==> config.mk <==
export PLATFORM = sky130hd
export DESIGN_NAME = vga_sync
export DESIGN_NICKNAME = d
export VERILOG_FILES = /design/src/rtl/vga_timing_pkg.sv /design/src/rtl/sync_axis.sv /design/src/rtl/vga_sync.sv
export SDC_FILE = /design/constraint.sdc
export NUM_CORES = 1
export LEC_CHECK = 0
export ABC_CLOCK_PERIOD_IN_PS = 5500
export CAP_MARGIN = 0
export CORE_AREA = 2 2 68 70
export CTS_BUF_LIST = sky130_fd_sc_hd__clkbuf_2
export DETAILED_ROUTE_END_ITERATION = 12
export DIE_AREA = 0 0 70 72
export PLACE_DENSITY = 0.67
export SKIP_LAST_GASP = 1
export SYNTH_ARGS = -nofsm -noshare
export SYNTH_HDL_FRONTEND = slang
export SYNTH_SLANG_ARGS = --single-unit
==> constraint.sdc <==
create_clock -name clk -period 5.5 [get_ports clk]
set_input_delay 1.375 -clock clk [delete_from_list [all_inputs] [get_ports clk]]
set_output_delay 1.375 -clock clk [all_outputs]
set_load 0.05 [all_outputs]
==> src/rtl/vga_timing_pkg.sv <==
// Default VGA 640x480@60 timing constants, derived totals and the per-axis phase enum.
package vga_timing_pkg;

    localparam int H_ACTIVE_DEF = 640;
    localparam int H_FP_DEF     = 16;
    localparam int H_SYNC_DEF   = 96;
    localparam int H_BP_DEF     = 48;
    localparam int V_ACTIVE_DEF = 480;
    localparam int V_FP_DEF     = 10;
    localparam int V_SYNC_DEF   = 2;
    localparam int V_BP_DEF     = 33;

    localparam int H_TOTAL_DEF = H_ACTIVE_DEF + H_FP_DEF + H_SYNC_DEF + H_BP_DEF;
    localparam int V_TOTAL_DEF = V_ACTIVE_DEF + V_FP_DEF + V_SYNC_DEF + V_BP_DEF;

    typedef enum logic [1:0] {
        ACTIVE = 2'd0,
        FRONT  = 2'd1,
        SYNC   = 2'd2,
        BACK   = 2'd3
    } phase_t;

endpackage

==> src/rtl/sync_axis.sv <==
// One timing axis: position counter, ACTIVE->FRONT->SYNC->BACK phase FSM and sync decode.
// state  | meaning
// ACTIVE | visible region, pos < t_active
// FRONT  | front porch
// SYNC   | sync pulse, sync_lvl = SYNC_POL
// BACK   | back porch, wraps to ACTIVE at pos 0
module sync_axis
    import vga_timing_pkg::*;
#(
    parameter logic SYNC_POL = 1'b0
) (
    input  logic       clk,
    input  logic       reset,
    input  logic       adv,
    input  logic [9:0] t_active,
    input  logic [9:0] t_fp,
    input  logic [9:0] t_sync,
    input  logic [9:0] t_bp,
    output logic [9:0] pos,
    output phase_t     phase,
    output logic       wrap,
    output logic       sync_lvl
);

    logic [9:0] b_sync;
    logic [9:0] b_back;
    logic [9:0] last;
    logic [9:0] pos_d, pos_q;
    phase_t     phase_d, phase_q;
    logic       sync_d, sync_q;

    assign b_sync = t_active + t_fp;
    assign b_back = b_sync + t_sync;
    assign last   = b_back + t_bp - 10'd1;

    always_comb begin
        pos_d   = pos_q;
        phase_d = phase_q;
        wrap    = adv && (pos_q == last);
        if (adv) begin
            pos_d = wrap ? 10'd0 : pos_q + 10'd1;
            if (pos_d == t_active)     phase_d = FRONT;
            else if (pos_d == b_sync)  phase_d = SYNC;
            else if (pos_d == b_back)  phase_d = BACK;
            else if (pos_d == 10'd0)   phase_d = ACTIVE;
        end
        sync_d = (phase_d == SYNC) ? SYNC_POL : ~SYNC_POL;
    end

    always_ff @(posedge clk or negedge reset) begin
        if (!reset) begin
            pos_q   <= 10'd0;
            phase_q <= ACTIVE;
            sync_q  <= ~SYNC_POL;
        end else begin
            pos_q   <= pos_d;
            phase_q <= phase_d;
            sync_q  <= sync_d;
        end
    end

    // phase is the value being loaded this cycle so the parent can register
    // decodes that line up with pos.
    assign pos      = pos_q;
    assign phase    = phase_d;
    assign sync_lvl = sync_q;

endmodule

==> src/rtl/vga_sync.sv <==
// VGA sync generator: two sync_axis instances (pixel and line) plus registered
// video_on / line_start / frame_start decoded from next-state values.
module vga_sync
    import vga_timing_pkg::*;
#(
    parameter int   H_ACTIVE = H_ACTIVE_DEF,
    parameter int   H_FP     = H_FP_DEF,
    parameter int   H_SYNC   = H_SYNC_DEF,
    parameter int   H_BP     = H_BP_DEF,
    parameter int   V_ACTIVE = V_ACTIVE_DEF,
    parameter int   V_FP     = V_FP_DEF,
    parameter int   V_SYNC   = V_SYNC_DEF,
    parameter int   V_BP     = V_BP_DEF,
    parameter logic SYNC_POL = 1'b0
) (
    input  logic       clk,
    input  logic       reset,
    input  logic       beat,
    output logic       hsync,
    output logic       vsync,
    output logic       video_on,
    output logic [9:0] pixel_x,
    output logic [9:0] pixel_y,
    output logic       line_start,
    output logic       frame_start
);

    logic       arm_q;
    logic       beat_en;
    logic       h_wrap, v_wrap;
    phase_t     h_phase, v_phase;
    logic       video_on_d, video_on_q;
    logic       line_start_d, line_start_q;
    logic       frame_start_d, frame_start_q;

    // A beat coinciding with reset release is dropped; arm_q opens the gate one clk later.
    always_ff @(posedge clk or negedge reset) begin
        if (!reset) arm_q <= 1'b0;
        else        arm_q <= 1'b1;
    end

    assign beat_en = beat & arm_q;

    sync_axis #(.SYNC_POL(SYNC_POL)) u_h_axis (
        .clk      (clk),
        .reset    (reset),
        .adv      (beat_en),
        .t_active (10'(H_ACTIVE)),
        .t_fp     (10'(H_FP)),
        .t_sync   (10'(H_SYNC)),
        .t_bp     (10'(H_BP)),
        .pos      (pixel_x),
        .phase    (h_phase),
        .wrap     (h_wrap),
        .sync_lvl (hsync)
    );

    sync_axis #(.SYNC_POL(SYNC_POL)) u_v_axis (
        .clk      (clk),
        .reset    (reset),
        .adv      (h_wrap),
        .t_active (10'(V_ACTIVE)),
        .t_fp     (10'(V_FP)),
        .t_sync   (10'(V_SYNC)),
        .t_bp     (10'(V_BP)),
        .pos      (pixel_y),
        .phase    (v_phase),
        .wrap     (v_wrap),
        .sync_lvl (vsync)
    );

    always_comb begin
        video_on_d    = (h_phase == ACTIVE) && (v_phase == ACTIVE);
        line_start_d  = h_wrap;
        frame_start_d = h_wrap && v_wrap;
    end

    always_ff @(posedge clk or negedge reset) begin
        if (!reset) begin
            video_on_q    <= 1'b1;
            line_start_q  <= 1'b0;
            frame_start_q <= 1'b0;
        end else begin
            video_on_q    <= video_on_d;
            line_start_q  <= line_start_d;
            frame_start_q <= frame_start_d;
        end
    end

    assign video_on    = video_on_q;
    assign line_start  = line_start_q;
    assign frame_start = frame_start_q;

endmodule

==> flow_metrics.env <==
export IMPL_cts_repair_resized=0
export IMPL_cpLargestDelayFamily="simple AND/OR/NAND/NOR gates"
export IMPL_cts_made_buffers=5
export IMPL_fin_area_sq_um=2270
export IMPL_setup_violations=0
export IMPL_rr_endpoint="video_on$_DFF_PN1_"
export IMPL_synth_area_per_cell_sq_um=8.63
export IMPL_critical_path_startpoint_type="primary input"
export IMPL_h_tree_depth=2
export IMPL_rrSetupSlack_ns=2.70
export IMPL_dieArea_sq_um=5040
export IMPL_p_clk_share_pct=27.0
export IMPL_cp_num_buf_inv=3
export IMPL_drc=0
export IMPL_crit_type="primary input to register"
export IMPL_critPathMaxFanout=17
export IMPL_die_h_um=72
export IMPL_synth_edf_count=0
export IMPL_path_clk_slew_ns=0.18
export IMPL_place_gp_congestion=0.862
export IMPL_drt_iter0_markers=73
export IMPL_grtUsageMet3_pct=3.47
export IMPL_synth_nets=230
export IMPL_max_cap_violations=0
export IMPL_num_rows=24
export IMPL_grt_start_max_net_pins=31
export IMPL_r2r_start="u_h_axis.pos[0]$_DFFE_PN0N_"
export IMPL_met1_usage_pct=22.9
export IMPL_max_slew_worst_pin_slew_ns=0.534
export IMPL_timing_final_max_slew_violations=0
export IMPL_min_to="u_h_axis.sync_lvl$_DFF_PN1_"
export IMPL_netlist_area_sq_um=1930
export IMPL_clock_skew_ns=0.0280
export IMPL_max_freq_ghz=0.286
export IMPL_cts_tree="done"
export IMPL_cts_setup_buffers=0
export IMPL_internal_power_mw=0.368
export IMPL_drive_gt1_share_pct=8.94
export IMPL_die_w_um=70
export IMPL_num_fill_cells=420
export IMPL_crit_chain="clkdlybuf4s50_1 -> nand2_1 -> nor2_1 -> nand2_1 -> inv_2 -> nand2_2 -> clkinv_2 -> or3_1 -> o221ai_2 -> nand2_1 -> nor3_1"
export IMPL_nets=251
export IMPL_max_stage_delay_ns=0.42
export IMPL_grt_pass1_vias=1557
export IMPL_powerDensity_nw_per_um2=261
export IMPL_synth_warnings=0
export IMPL_drt_wirelength_per_cell_um=14.4
export IMPL_async_flop_share_pct=100
export IMPL_postRouteAntennaNets=0
export IMPL_syn_inst=224
export IMPL_grt_busiest_layer="met2"
export IMPL_switching_share_pct=38.1
export IMPL_ctsHoldBuffers=0
export IMPL_ys_seq_elements=30
export IMPL_slowest_stage="clkdlybuf4s50_1"
export IMPL_cts_num_sinks=30
export IMPL_yosys_most_used_dff="dfrtp_1"
export IMPL_core_sq_um=4260
export IMPL_vdd_drop_max_v=0.000294
export IMPL_initial_utilization_pct=45.3
export IMPL_antenna_cells=0
export IMPL_rr_worst_depth=11
export IMPL_ios=28
export IMPL_power_mw=0.595
export IMPL_hp_start="u_h_axis.phase_q[0]$_DFF_PN0_"
export IMPL_hold_class="register to register"
export IMPL_power_switching_mw=0.226
export IMPL_grt_setup_unrepaired="no"
export IMPL_grt_remaining_overflow=0
export IMPL_finalSetupTns_ns=0
export IMPL_cts_path_max_buffers=2
export IMPL_path_common_cell="nand2_1"
export IMPL_worstHoldPathCells=2
export IMPL_end_kind="register"
export IMPL_grt_usage_pct=18.0
export IMPL_outcome="complete, no violations"
export IMPL_antenna_found_initial=0
export IMPL_via_count=1717
export IMPL_via_per_inst=5.76
export IMPL_seq_power_share_pct=45.2
export IMPL_insertion_delay_ns=0.39
export IMPL_dp_hpwl_mm=3.06
export IMPL_slew_headroom_pct=63.9
export IMPL_min_period_ns=3.50
export IMPL_met2_usage_pct=31.2
export IMPL_critPathLaunch="beat"
export IMPL_period_share_pct=63.6
export IMPL_combPwrFrac_pct=27.8
export IMPL_power_leakage_nw=0.919
export IMPL_arrival_ns=3.83
export IMPL_totalWireLength_mm=4.28
export IMPL_cp_required_ns=5.83
export IMPL_hold_viol=0
export IMPL_fin_util_pct=53.3
export IMPL_grt_pass1_wl_mm=7.31
export IMPL_place_area_sq_um=2210
export IMPL_drtPass1Iterations=4
export IMPL_cts_root_buffer="clkbuf_2"
export IMPL_synthDistinctLibCells=54
export IMPL_synth_yosys_seq_area_share_pct=39.0
export IMPL_synthToLayoutAreaGrowth_pct=17.7
export IMPL_io_buffers=27
[logic make-up after synthesis]
group | after synthesis | share of synthesized area [%]
and+or+nand+nor | 105 | 29.1
AOI/OAI and AO/OA | 45 | 16.0
DFF | 30 | 39.0
buffers and inverters | 20 | 4.66
xor gates and xnor gates | 19 | 8.61
adders and majority gates | 3 | 1.94
other | 1 | 0.194
muxes | 1 | 0.518
[sequential cells by signal, indices dropped and copies added (netlist names)]
| name | flops |
|---|---|
| u_h_axis.phase_q | 2 |
| line_start | 1 |
| u_v_axis.phase_q | 2 |
| u_h_axis.sync_lvl | 1 |
| frame_start | 1 |
| video_on | 1 |
| u_v_axis.sync_lvl | 1 |
| u_h_axis.pos | 10 |
| arm_q | 1 |
| u_v_axis.pos | 10 |
[per-stage QoR]
step                hold slack, ns  cells  setup WS, ns
finish                       0.525    298          2.00
global route                 0.576    298          1.80
CTS                          0.517    298          2.00
detailed placement           0.517    290          1.57
global placement             0.523    290          1.70
floorplan                    0.494    224          2.64
[routing by layer]
layer	vias up	routed length (um)
li1	852	-
met1	816	1940
met2	41	2120
met3	8	160
met4	0	60
met5	-	0
[worst max-delay path by stage]
stage	endpoint	slack, ns	depth (start not counted)
finish	video_on$_DFF_PN1_	2.00	11
global route	video_on$_DFF_PN1_	1.80	11
CTS	video_on$_DFF_PN1_	2.00	11
detailed placement	video_on$_DFF_PN1_	1.57	11
global placement	video_on$_DFF_PN1_	1.70	11
floorplan	video_on$_DFF_PN1_	2.64	10
[power groups by stage]
stage / Clock [mW] / Combinational, mW / Sequential, mW
2_1_floorplan: 0 / 0.0746 / 0.312
3_3_place_gp: 0 / 0.165 / 0.273
3_5_place_dp: 0 / 0.165 / 0.272
4_1_cts: 0.163 / 0.166 / 0.269
5_1_grt: 0.171 / 0.177 / 0.273
6_report: 0.161 / 0.165 / 0.269
[cell usage after synthesis (2+ instances only)]
| master | n | share of area, % |
|---|---|---|
| a31oi_1 | 6 | 1.9 |
| o21a_1 | 2 | 0.78 |
| nand3b_1 | 2 | 0.78 |
| o31a_1 | 2 | 0.91 |
| o21ai_0 | 15 | 3.9 |
| inv_1 | 4 | 0.78 |
| nor4_1 | 4 | 1.3 |
| o22ai_1 | 3 | 0.97 |
| o2111ai_1 | 2 | 0.91 |
| nand3_1 | 9 | 2.3 |
| nand3_2 | 2 | 1.0 |
| clkbuf_1 | 5 | 0.97 |
| xnor2_1 | 11 | 5.0 |
| o31ai_1 | 3 | 1.2 |
| o211ai_1 | 2 | 0.78 |
| ha_1 | 3 | 1.9 |
| nand4_1 | 7 | 2.3 |
| buf_2 | 6 | 1.6 |
| or3_1 | 6 | 1.9 |
| a22o_1 | 2 | 0.91 |
| and2_1 | 2 | 0.65 |
| nor2_1 | 10 | 1.9 |
| nor3_1 | 10 | 2.6 |
| dfstp_2 | 3 | 4.1 |
| xor2_1 | 8 | 3.6 |
| dfrtp_1 | 27 | 35 |
| nand2_1 | 39 | 7.6 |
| clkbuf_2 | 2 | 0.52 |
| nand2b_1 | 2 | 0.65 |
[layout by cell type, fill, tap and decap left out, drive strengths merged, types with 3 or more instances in the layout]
| cell | instances |
|---|---|
| dfrtp | 27 |
| inv | 5 |
| dfstp | 3 |
| clkinv | 3 |
| nor2 | 10 |
| xnor2 | 11 |
| clkbuf | 5 |
| nand3 | 11 |
| o21ai | 15 |
| nand4 | 9 |
| nand2 | 40 |
| nor4 | 5 |
| or3 | 6 |
| ha | 3 |
| o22ai | 3 |
| a31oi | 6 |
| nor3 | 11 |
| clkdlybuf4s50 | 27 |
| xor2 | 8 |
| o31ai | 3 |
[cell type report]
cell class	count	area (sq um)	area share (%)
multi-input combinational	174	1090	47.9
sequential	30	754	33.2
timing repair buffer	28	278	12.2
tap	52	65.1	2.86
clock inverter	3	40.0	1.76
clock buffer	5	25.0	1.10
inverter	6	23.8	1.05
[worst min-delay path: stages (launching register included)]
cell,delay [ns]
dfrtp_1,0.39
o31ai_1,0.08
nand2_1,0.06
(Power assumes the default switching activity.)
